--- config.mk ---
export PLATFORM = sky130hd
export DESIGN_NAME = csr_trap_unit
export DESIGN_NICKNAME = d
export VERILOG_FILES = /design/src/rtl/csr_trap_unit.sv
export SDC_FILE = /design/constraint.sdc
export NUM_CORES = 1
export LEC_CHECK = 0
export CORE_UTILIZATION = 30
export DETAILED_ROUTE_END_ITERATION = 10
export DONT_BUFFER_PORTS = 1
export GPL_TIMING_DRIVEN = 0
export MAX_ROUTING_LAYER = met4
export SKIP_CTS_REPAIR_TIMING = 1
export SYNTH_ARGS = -nofsm -noshare
export SYNTH_HDL_FRONTEND = slang
export SYNTH_SLANG_ARGS = --single-unit
--- constraint.sdc ---
create_clock -name clk -period 5.4 [get_ports clk]
set_clock_uncertainty 0.15 [all_clocks]
set_input_delay 0.81 -clock clk [delete_from_list [all_inputs] [get_ports clk]]
set_output_delay 0.81 -clock clk [all_outputs]
set_load 0.05 [all_outputs]
--- src/rtl/csr_trap_unit.sv ---
// Machine-mode CSR file and trap sequencer.
// Handles csrrw/csrrs, ecall and mret with valid/ready on both sides.
module csr_trap_unit #(
  parameter logic [31:0] MARCHID = 32'h0,
  parameter logic [31:0] MVENDOR = 32'h79737978
) (
  input  logic        clk,
  input  logic        rst_n,
  input  logic        in_valid,
  output logic        in_ready,
  input  logic [11:0] csr_addr,
  input  logic [31:0] src,
  input  logic        csr_we,
  input  logic        csr_set,
  input  logic        is_ecall,
  input  logic        is_mret,
  input  logic [31:0] pc,
  output logic        out_valid,
  input  logic        out_ready,
  output logic [31:0] rdata,
  output logic        redirect,
  output logic [31:0] target,
  output logic        illegal
);

  typedef enum logic {S_IDLE, S_HOLD} state_t;

  localparam logic [31:0] MPP = 32'h0000_1800;

  state_t      r_state;
  state_t      w_next;
  logic [31:0] r_mstatus;
  logic [31:0] r_mtvec;
  logic [31:0] r_mepc;
  logic [31:0] r_mcause;
  logic [63:0] r_mcycle;
  logic [31:0] r_rdata;
  logic [31:0] r_target;
  logic        r_redirect;
  logic        r_illegal;

  logic [31:0] w_mstatus;
  logic [31:0] w_old;
  logic [31:0] w_new;
  logic        w_known;
  logic        w_ro;
  logic        w_trap;
  logic        w_ill;
  logic        w_wr;
  logic        w_accept;

  assign w_mstatus = r_mstatus | MPP;
  assign w_new     = csr_set ? (w_old | src) : src;
  assign w_trap    = is_ecall | is_mret;
  assign w_ill     = !w_trap && (!w_known || (csr_we && w_ro));
  assign w_wr      = !w_trap && csr_we && !w_ill;
  assign w_accept  = in_valid && in_ready;

  assign rdata    = r_rdata;
  assign target   = r_target;
  assign redirect = r_redirect;
  assign illegal  = r_illegal;

  // Address decode: current value, known and read-only flags
  always_comb begin
    w_old   = '0;
    w_known = 1'b1;
    w_ro    = 1'b0;
    case (csr_addr)
      12'h300: w_old = w_mstatus;
      12'h305: w_old = r_mtvec;
      12'h341: w_old = r_mepc;
      12'h342: w_old = r_mcause;
      12'hB00: begin w_old = r_mcycle[31:0];  w_ro = 1'b1; end
      12'hB80: begin w_old = r_mcycle[63:32]; w_ro = 1'b1; end
      12'hF11: begin w_old = MVENDOR;         w_ro = 1'b1; end
      12'hF12: begin w_old = MARCHID;         w_ro = 1'b1; end
      default: w_known = 1'b0;
    endcase
  end

  // Handshake FSM next state and status outputs
  always_comb begin
    w_next    = r_state;
    in_ready  = 1'b0;
    out_valid = 1'b0;
    case (r_state)
      S_IDLE: begin
        in_ready = 1'b1;
        if (in_valid) w_next = S_HOLD;
      end
      S_HOLD: begin
        out_valid = 1'b1;
        if (out_ready) w_next = S_IDLE;
      end
      default: w_next = S_IDLE;
    endcase
  end

  // FSM state register
  always_ff @(posedge clk or negedge rst_n) begin
    if (!rst_n) r_state <= S_IDLE;
    else        r_state <= w_next;
  end

  // Free-running cycle counter
  always_ff @(posedge clk or negedge rst_n) begin
    if (!rst_n) r_mcycle <= '0;
    else        r_mcycle <= r_mcycle + 64'd1;
  end

  // Commit CSR/trap effects and latch results at the accept edge
  always_ff @(posedge clk or negedge rst_n) begin
    if (!rst_n) begin
      r_mstatus  <= MPP;
      r_mtvec    <= '0;
      r_mepc     <= '0;
      r_mcause   <= '0;
      r_rdata    <= '0;
      r_target   <= '0;
      r_redirect <= 1'b0;
      r_illegal  <= 1'b0;
    end else if (w_accept) begin
      r_redirect <= w_trap;
      r_illegal  <= w_ill;
      if (is_ecall) begin
        r_mepc       <= pc;
        r_mcause     <= 32'd11;
        r_mstatus[7] <= r_mstatus[3];
        r_mstatus[3] <= 1'b0;
        r_target     <= r_mtvec;
        r_rdata      <= '0;
      end else if (is_mret) begin
        r_mstatus[3] <= r_mstatus[7];
        r_mstatus[7] <= 1'b1;
        r_target     <= r_mepc;
        r_rdata      <= '0;
      end else begin
        r_target <= '0;
        r_rdata  <= w_ill ? 32'd0 : w_old;
        if (w_wr) begin
          case (csr_addr)
            12'h300: r_mstatus <= w_new | MPP;
            12'h305: r_mtvec   <= w_new;
            12'h341: r_mepc    <= w_new;
            12'h342: r_mcause  <= w_new;
            default: ;
          endcase
        end
      end
    end
  end

endmodule

Word-level counts from Yosys, hierarchy flattened
Cells that the tools add are included.
W data, S select, Z words.

storage, ports and cells
  memories kept = 0
  word-level logic and storage cells = 75
  ROM bits = 0
  register bits = 257
  input port bits = 84
  bits in latches = 0
  memory bits (writable) = 0
  output and inout bits = 68

cells by class
  eq/ne operators = 9
  shift operators = 0
  add/sub/neg operators = 1
  bitwise operators = 5
  $lt $le $gt $ge = 0
  mux-type cells = 28
  div/mod/pow operators = 0
  reductions and logical operators = 21
  $mul = 0

operators by type and width
  kind                     count
  $mux W32                 14
  $pmux W32 S7             1
  $add A64 B1 Y64 const B  1
  $eq A12 B10 Y1 const B   4
  $eq A12 B12 Y1 const B   4
  $or A32 B32 Y32          1
  $mux W8                  2
  $mux W1                  10
  $reduce_and A5 Y1        2
  $reduce_and A4 Y1        2
  $reduce_or A8 Y1         1
  $reduce_bool A2 Y1       3
  $reduce_bool A3 Y1       2
  $logic_and A1 B1 Y1      5
  $reduce_or A4 Y1         1
  $logic_not A1 Y1         3
  $not A1 Y1               3
  $reduce_and A3 Y1        1
  $ne A2 B2 Y1 const B     1
  $pmux W1 S2              1
  $logic_or A1 B1 Y1       1
  $or A1 B1 Y1             1

Logic depth before layout (Yosys ltp)
Gate-level depths: netlist of run 1.

  word-level depth = 11
  gate-level depth with buffers = 10
  gate-level depth less buffers = 7

Least setup slack after synthesis of run 1
OpenSTA, ideal clock, no wires.

  path type = input-to-reg
  start point = in csr_addr[3]
  end point = reg r_mcause[27]
  arrival time = 2.897 ns
  setup time = 0.092 ns
  stages = 10
  setup slack = 2.261 ns
  buffers on the path = 4
  data required time = 5.158 ns
  cell sequence = buf_6 > or4_4 > buf_6 > or4_4 > buf_6 > buf_4 > o22ai_1 > a21oi_1 > o21ba_1 > o31ai_2

between the ends
  word-level cells in the longest chain between the ends = 10
  elaborated cells between the ends (all ways) = 28
  those cells by class = eq/ne: 8; mux: 8; bitwise: 1; reduce/logical: 11

RTL lines
  element                                                                       line  RTL
  from (decl)                                                                   11    input logic [11:0] csr_addr,
  $eq A12 B10 Y1 (tied with other cells)                                        69    case (csr_addr)
  $reduce_or A8 Y1 (no source line) / $reduce_or A4 Y1 (equally long branches)  --
  $mux W1                                                                       69
  $logic_not A1 Y1 / $logic_and A1 B1 Y1 (equally long branches)                55    assign w_ill = !w_trap && (!w_known || (csr_we && w_ro));
  $logic_or A1 B1 Y1                                                            55
  $logic_and A1 B1 Y1                                                           55
  $logic_not A1 Y1                                                              56    assign w_wr = !w_trap && csr_we && !w_ill;
  $logic_and A1 B1 Y1                                                           56
  $reduce_bool A2 Y1 (no source line)                                           --
  $reduce_and A4 Y1 (no source line)                                            --
  to (signal assigned)                                                          146   12'h342: r_mcause <= w_new;
  to (decl)                                                                     35    logic [31:0] r_mcause;

Several ways; a longest one is shown, not always the timed one. The select of a mux whose other input is x is not followed.
A chain may end at the register's enable or synchronous reset.

Worst setup path after layout of run 1
  start point = in csr_addr[5]
  end point = reg r_mepc[22]

between the ends
  word-level cells in the longest chain between the ends = 10
  elaborated cells between the ends (all ways) = 28
  those cells by class = eq/ne: 8; mux: 8; bitwise: 1; reduce/logical: 11

RTL lines
  element                                                                       line     RTL
  $eq A12 B10 Y1 (tied with other cells)                                        69, 142
  $reduce_or A8 Y1 (no source line) / $reduce_or A4 Y1 (equally long branches)  --
  $mux W1                                                                       69
  $logic_not A1 Y1 / $logic_and A1 B1 Y1 (equally long branches)                55
  $logic_or A1 B1 Y1                                                            55
  $logic_and A1 B1 Y1                                                           55
  $logic_not A1 Y1                                                              56
  $logic_and A1 B1 Y1                                                           56
  $reduce_bool A2 Y1 (no source line)                                           --
  $reduce_and A4 Y1 (no source line)                                            --
  to (signal assigned)                                                          127      r_mepc <= pc;
  to (signal assigned)                                                          145      12'h341: r_mepc <= w_new;
  to (decl)                                                                     34       logic [31:0] r_mepc;

Several ways; a longest one is shown, not always the timed one. The select of a mux whose other input is x is not followed.

==> results of run 1 <==
==> cell usage after synthesis (3+ instances only) <==
master,count,share of area
and2_1,7,0.0035
mux2i_1,26,0.021
a22o_1,16,0.011
o21ai_0,138,0.055
o21ba_1,3,0.0024
o21ai_1,9,0.0036
and4_1,4,0.0028
xor2_1,23,0.016
mux2_2,9,0.0080
and3_1,15,0.0074
buf_6,4,0.0036
a221o_1,7,0.0055
buf_1,3,0.00089
nand3b_1,5,0.0030
dfrtp_1,257,0.51
o21a_1,3,0.0018
nand2_1,199,0.059
buf_2,7,0.0028
nor2b_1,10,0.0049
nand4_1,21,0.010
xnor2_1,40,0.028
a22oi_1,26,0.015
or3_1,4,0.0020
o21ba_2,18,0.014
or4_1,6,0.0036
a222oi_1,17,0.013
nand3_1,37,0.015
a211oi_1,9,0.0053
a21oi_1,115,0.046
inv_1,20,0.0059
nand2b_1,4,0.0020
clkbuf_1,83,0.025
o211ai_1,3,0.0018
a221oi_1,10,0.0069
nor4_1,9,0.0045
a31oi_1,3,0.0015
nor3_1,17,0.0067
nor2_1,114,0.034
o22ai_1,20,0.0099
o31ai_1,5,0.0030
==> cell type report <==
class	count	area [µm²]	area share
Multi-Input combinational cell	985	5728	0.3995
Timing Repair Buffer	1	5.005	0.0003491
Clock buffer	39	845.8	0.05899
Antenna cell	7	17.52	0.001222
Buffer	98	410.4	0.02862
Sequential cell	257	6431	0.4486
Tap cell	532	665.6	0.04643
Inverter	20	75.07	0.005236
Clock inverter	14	158.9	0.01108
==> flip-flops by register name (all words and copies together), names as in the netlist <==
| name | flops |
|---|---|
| rdata | 32 |
| r_mepc | 32 |
| r_mtvec | 32 |
| r_mstatus | 30 |
| r_mcycle | 64 |
| r_state | 1 |
| r_mcause | 32 |
| target | 32 |
| redirect | 1 |
| illegal | 1 |
==> kinds of logic (layout without fill, tap and decap cells) <==
group,count (synthesis),after routing
AOI/OAI and AO/OA,415,415
other,0,7
and+or+nand+nor,471,471
xor gates and xnor gates,63,63
adders and majority gates,1,1
muxes,35,35
DFF,257,257
buffers and inverters,118,172
==> layer usage <==
metal,routed length [µm],track usage,up-vias
li1,-,-,4942
met1,20650,0.3128,5701
met2,22530,0.3514,620
met3,5288,0.06369,123
met4,1787,0.08338,0
met5,0,-,-
==> through the flow <==
stage	util	instances	power, W	area (µm²)
3_3_place_gp	0.3230	1892	0.002713	13310
3_5_place_dp	0.3232	1893	0.002725	13320
5_1_grt	0.3480	1953	0.004931	14340
6_report	0.3480	1953	0.004784	14340
2_1_floorplan	-	1360	0.002561	12640
4_1_cts	0.3476	1946	0.004794	14320
==> worst max-delay path, stage by stage <==
cell	delay, ns
nor4_1	0.87
and4_1	0.52
a21oi_1	0.34
nand2b_1	0.25
clkbuf_1	0.18
clkbuf_1	0.42
a222oi_1	0.45
nand2_1	0.09
==> where the power goes <==
group	internal [W]	switching [W]	total (W)
Combinational	0.000137	0.000268	0.000405
Sequential	0.00206	0.000236	0.00230
Clock	0.00124	0.000841	0.00208
Total	0.00344	0.00134	0.00478
==> final timing paths <==
| path | start | to | depth (start not counted) |
|---|---|---|---|
| setup / recovery | csr_addr[5] | r_mepc[22] | 8 |
| hold / removal | rst_n | target[0] | 0 |
| setup reg to reg | r_state | r_mepc[17] | 8 |
| hold reg to reg | r_mcycle[63] | r_mcycle[63] | 1 |
| max in group asynchronous | rst_n | r_mcause[20] | 0 |
| min in group clk | out_ready | r_state | 1 |
==> run_results.csv, run 1 <==
group,metric,value,unit
timing,hold_viol,257,
placed_design,dp_slack,1.352,ns
clocking,max-clock-path-buffers,3,
clocking,cts_root_buffer,"clkbuf_16",
grt,grt_usage,0.2379,
synth,synth_warnings,0,
timing,fmax,272.0,MHz
drt,num_vias,11386,
clocking,clk_latency,0.56,ns
synth,yosysUniqueCellTypes,68,
grt,grt_overflow,0,
final_layout,drive_gt1_frac,0.07143,
drt,viasPerCell,5.830,
worst_setup_path,worstSetupPathType,"input port to flip-flop",
worst_setup_path,endpoint_kind,"flip-flop",
synth,synth_area_per_cell,9.298,µm²
floorplan,die_area,0.04297,mm²
synth,ys_seq_area_frac,0.5086,
drt,totalWireLength,50.25,mm
floorplan,die_h,207.3,µm
run,max_cap_viol_count,0,
final_layout,final_nets,1478,
floorplan,start_util,0.3069,
floorplan,chipWidth,207.3,µm
power,power_density,333.7,mW/mm²
outcome,outcome,"finished with violations",
timing,holdWs,-0.2046,ns
floorplan,ios,152,
placed_design,dp_hpwl,36.43,mm
grt,grt_max_degree,258,
clocking,htree_levels,1,
synth,syn_area,0.01264,mm²
placed_design,portBuffers,0,
clocking,clkTransAtPathRegs,0.06,ns
power,power.leakage,5.869,nW
synth,synth_compound_area_frac,0.2054,
timing,fin_ws,1.724,ns
synth,synth_fa_ha_area_frac,0.0009895,
drt,avgRoutedWirePerCell,25.73,µm
outcome,violations,"hold timing",
worst_setup_path,cp_data_arrival_time,3.95,ns
final_layout,final_cell_mix,"dfrtp_1 (257), nand2_1 (199), o21ai_0 (138)",
clocking,tritoncts,"yes",
timing,setup_tns,0,ns
worst_hold_path,hold_class,"input port to asynchronous set/reset pin",
final_layout,area_growth,13.39,%
grt,first_global_vias,10860,
grt,antenna_found_initial,8,
drt,drt_iter0_drc,1711,
drt,drtAntennaViolNets,0,
synth,synthSimpleGateAreaFrac,0.1744,
timing,grt_setup_unrepaired,"no",
floorplan,rows,74,
synth,synth_top_family_by_area,"compound AO/OA/AOI/OAI gates",
worst_setup_path,required,5.67,ns
worst_setup_path,cp_max_fo,10,
synth,ys_async_sr_fraction,1.000,
placed_design,gp_congestion,1.002,
timing,worst_pin_slew,1.223,ns
synth,synthCells,1360,
synth,synthMuxAreaShare,0.02860,
synth,ys_ff_latch,257,
synth,syn_nets,1445,
timing,setup_viol,0,
drt,drc,0,
clocking,numCtsBuffers,30,
drt,dr.pass1.iters,6,
timing,finalMaxSlewViolations,0,
synth,synth_edf_count,0,
final_layout,mostFrequentLayoutCell,"dfrtp_1",
worst_setup_path,start_kind,"input port",
synth,synth_ff_type,"dfrtp_1",
grt,grt_pass1_wl,74.17,mm
timing,post-route-period-util,0.6808,
worst_setup_path,rrSetupSlack,2.06,ns
timing,fin_crit,3.676,ns
synth,synthXorXnorAreaFrac,0.04364,
floorplan,core-area,0.04120,mm²
timing,slew_headroom,0.1830,
clocking,clock-sinks,257,
power,vdd_drop_max,0.2386,mV
final_layout,fillers,4236,
Note: power is estimated with default switching activity, not from simulation.
==> inputs of run 2 (changes only) <==
==> constraint.sdc (replaced) <==
create_clock -name clk -period 3.82 [get_ports clk]
set_clock_uncertainty 0.15 [all_clocks]
set_input_delay 0.573 -clock clk [delete_from_list [all_inputs] [get_ports clk]]
set_output_delay 0.573 -clock clk [all_outputs]
set_load 0.05 [all_outputs]
==> run 2 against run 1 <==
Critical path depth stayed put. Register-to-register slack lost 1.6 ns. Sequential share of layout area decreased by 0.12 points. Highest routed layer unchanged. Global-route usage stayed put. The flow still finishes with violations (hold timing). First-iteration DRC count up 1.1%.
==> run_results.csv, run 2 (synthesis results as in run 1) <==
group,metric,value,unit
outcome,outcome,"finished with violations",
outcome,violations,"hold timing",
final_layout,mostFrequentLayoutCell,"dfrtp_1",
floorplan,core-area,0.04120,mm²
grt,grt_pass1_wl,74.17,mm
grt,grt_usage,0.2379,
floorplan,ios,152,
drt,totalWireLength,50.20,mm
floorplan,start_util,0.3069,
power,power_density,470.7,mW/mm²
drt,drc,0,
worst_setup_path,required,4.15,ns
clocking,max-clock-path-buffers,3,
final_layout,final_cell_mix,"dfrtp_1 (257), nand2_1 (199), o21ai_0 (138)",
placed_design,gp_congestion,1.002,
final_layout,multiInputGateArea,0.005728,mm²
clocking,numCtsBuffers,30,
floorplan,die_h,207.3,µm
placed_design,place_inst,1893,
worst_setup_path,worstSetupPathType,"flip-flop to flip-flop",
worst_setup_path,start_kind,"flip-flop",
drt,viasPerCell,5.819,
clocking,clkTransAtPathRegs,0.06,ns
timing,fin_ws,0.4109,ns
power,power.leakage,5.886,nW
worst_setup_path,cp_max_fo,10,
worst_setup_path,crit_start,"r_state",
worst_setup_path,r2r_end,"r_mepc[17]",
timing,hold_viol,258,
clocking,htree_levels,1,
worst_hold_path,hold_class,"input port to asynchronous set/reset pin",
worst_setup_path,r2r_cells,8,
final_layout,largest_reg_flops,64,
drt,drt_iter0_drc,1729,
grt,first_global_vias,10860,
worst_setup_path,endpoint_kind,"flip-flop",
floorplan,die_area,0.04297,mm²
final_layout,fillers,4232,
final_layout,final_nets,1482,
clocking,clk_latency,0.57,ns
clocking,tritoncts,"yes",
worst_setup_path,cp_data_arrival_time,3.74,ns
grt,grt_max_degree,258,
final_layout,regArea,0.006431,mm²
power,vdd_drop_max,0.3419,mV
timing,fin_crit,3.409,ns
run,max_cap_viol_count,0,
placed_design,portBuffers,0,
floorplan,chipWidth,207.3,µm
timing,setup_viol,0,
clocking,cts_root_buffer,"clkbuf_16",
timing,slew_headroom,0.1958,
final_layout,largest-register,"r_mcycle",
final_layout,area_growth,13.70,%
timing,grt_setup_unrepaired,"no",
timing,fmax,293.3,MHz
drt,avgRoutedWirePerCell,25.65,µm
drt,drtAntennaViolNets,0,
timing,holdWs,-0.4470,ns
timing,post-route-period-util,0.8924,
final_layout,stdcell_count,1957,
worst_setup_path,rr_startpoint,"r_state",
timing,worst_pin_slew,1.195,ns
drt,num_vias,11387,
final_layout,drive_gt1_frac,0.07123,
drt,dr.pass1.iters,6,
worst_setup_path,rrSetupSlack,0.41,ns
grt,antenna_found_initial,8,
grt,grt_overflow,0,
clocking,clock-sinks,257,
placed_design,dp_slack,0.008562,ns
floorplan,rows,74,
placed_design,dp_hpwl,36.43,mm
timing,finalMaxSlewViolations,0,
## run 2: changes by cell type in the layout (fill, tap and decap cells not counted)
cell / before / now
dlygate4sd3_1: 0 / 4
## run 2: worst max path at each step
stage | cells past startpoint | endpoint
after global routing | 8 | r_mcycle[60]
after CTS | 8 | r_mcycle[60]
after global placement | 7 | r_mtvec[15]
final | 8 | r_mepc[17]
after floorplan | 10 | r_mcause[27]
after detailed placement | 8 | r_mepc[22]
## run 2: layout make-up
cell class / count / share of cell area
Clock buffer: 39 / 0.05883
Sequential cell: 257 / 0.4473
Clock inverter: 14 / 0.01105
Antenna cell: 7 / 0.001218
Buffer: 98 / 0.02854
Tap cell: 532 / 0.04630
Multi-Input combinational cell: 985 / 0.3984
Inverter: 20 / 0.005221
Timing Repair Buffer: 5 / 0.003133
## run 2: per-layer routing
layer,global-route usage,part of all wire
met5,-,0
met3,0.06369,0.11
met2,0.3514,0.45
met4,0.08338,0.036
met1,0.3128,0.41
## run 2: per-stage QoR
stage	util	power [W]	TNS (ns)	area, µm²
final	0.3490	0.006768	0	14380
after global routing	0.3490	0.006974	0	14380
after CTS	0.3476	0.006777	0	14320
after detailed placement	0.3232	0.003852	0	13320
after global placement	0.3230	0.003834	-1.003	13310
after floorplan	-	0.003620	0	12640
## run 2: worst max-delay path, cell delays in order, from the launching register on
cell and delay [ns]:
dfrtp_1 0.57, nor2b_1 0.45, and3_1 0.23, clkbuf_1 0.36, and2_1 0.22, clkbuf_1 0.46
buf_1 0.57, a222oi_1 0.19, nand2_1 0.11
## run 2: power by group
| part | total [W] | switching [W] | internal, W |
|---|---|---|---|
| registers | 0.00325 | 0.000334 | 0.00291 |
| clock network | 0.00294 | 0.00119 | 0.00175 |
| logic | 0.000578 | 0.000381 | 0.000197 |
| total | 0.00677 | 0.00190 | 0.00486 |
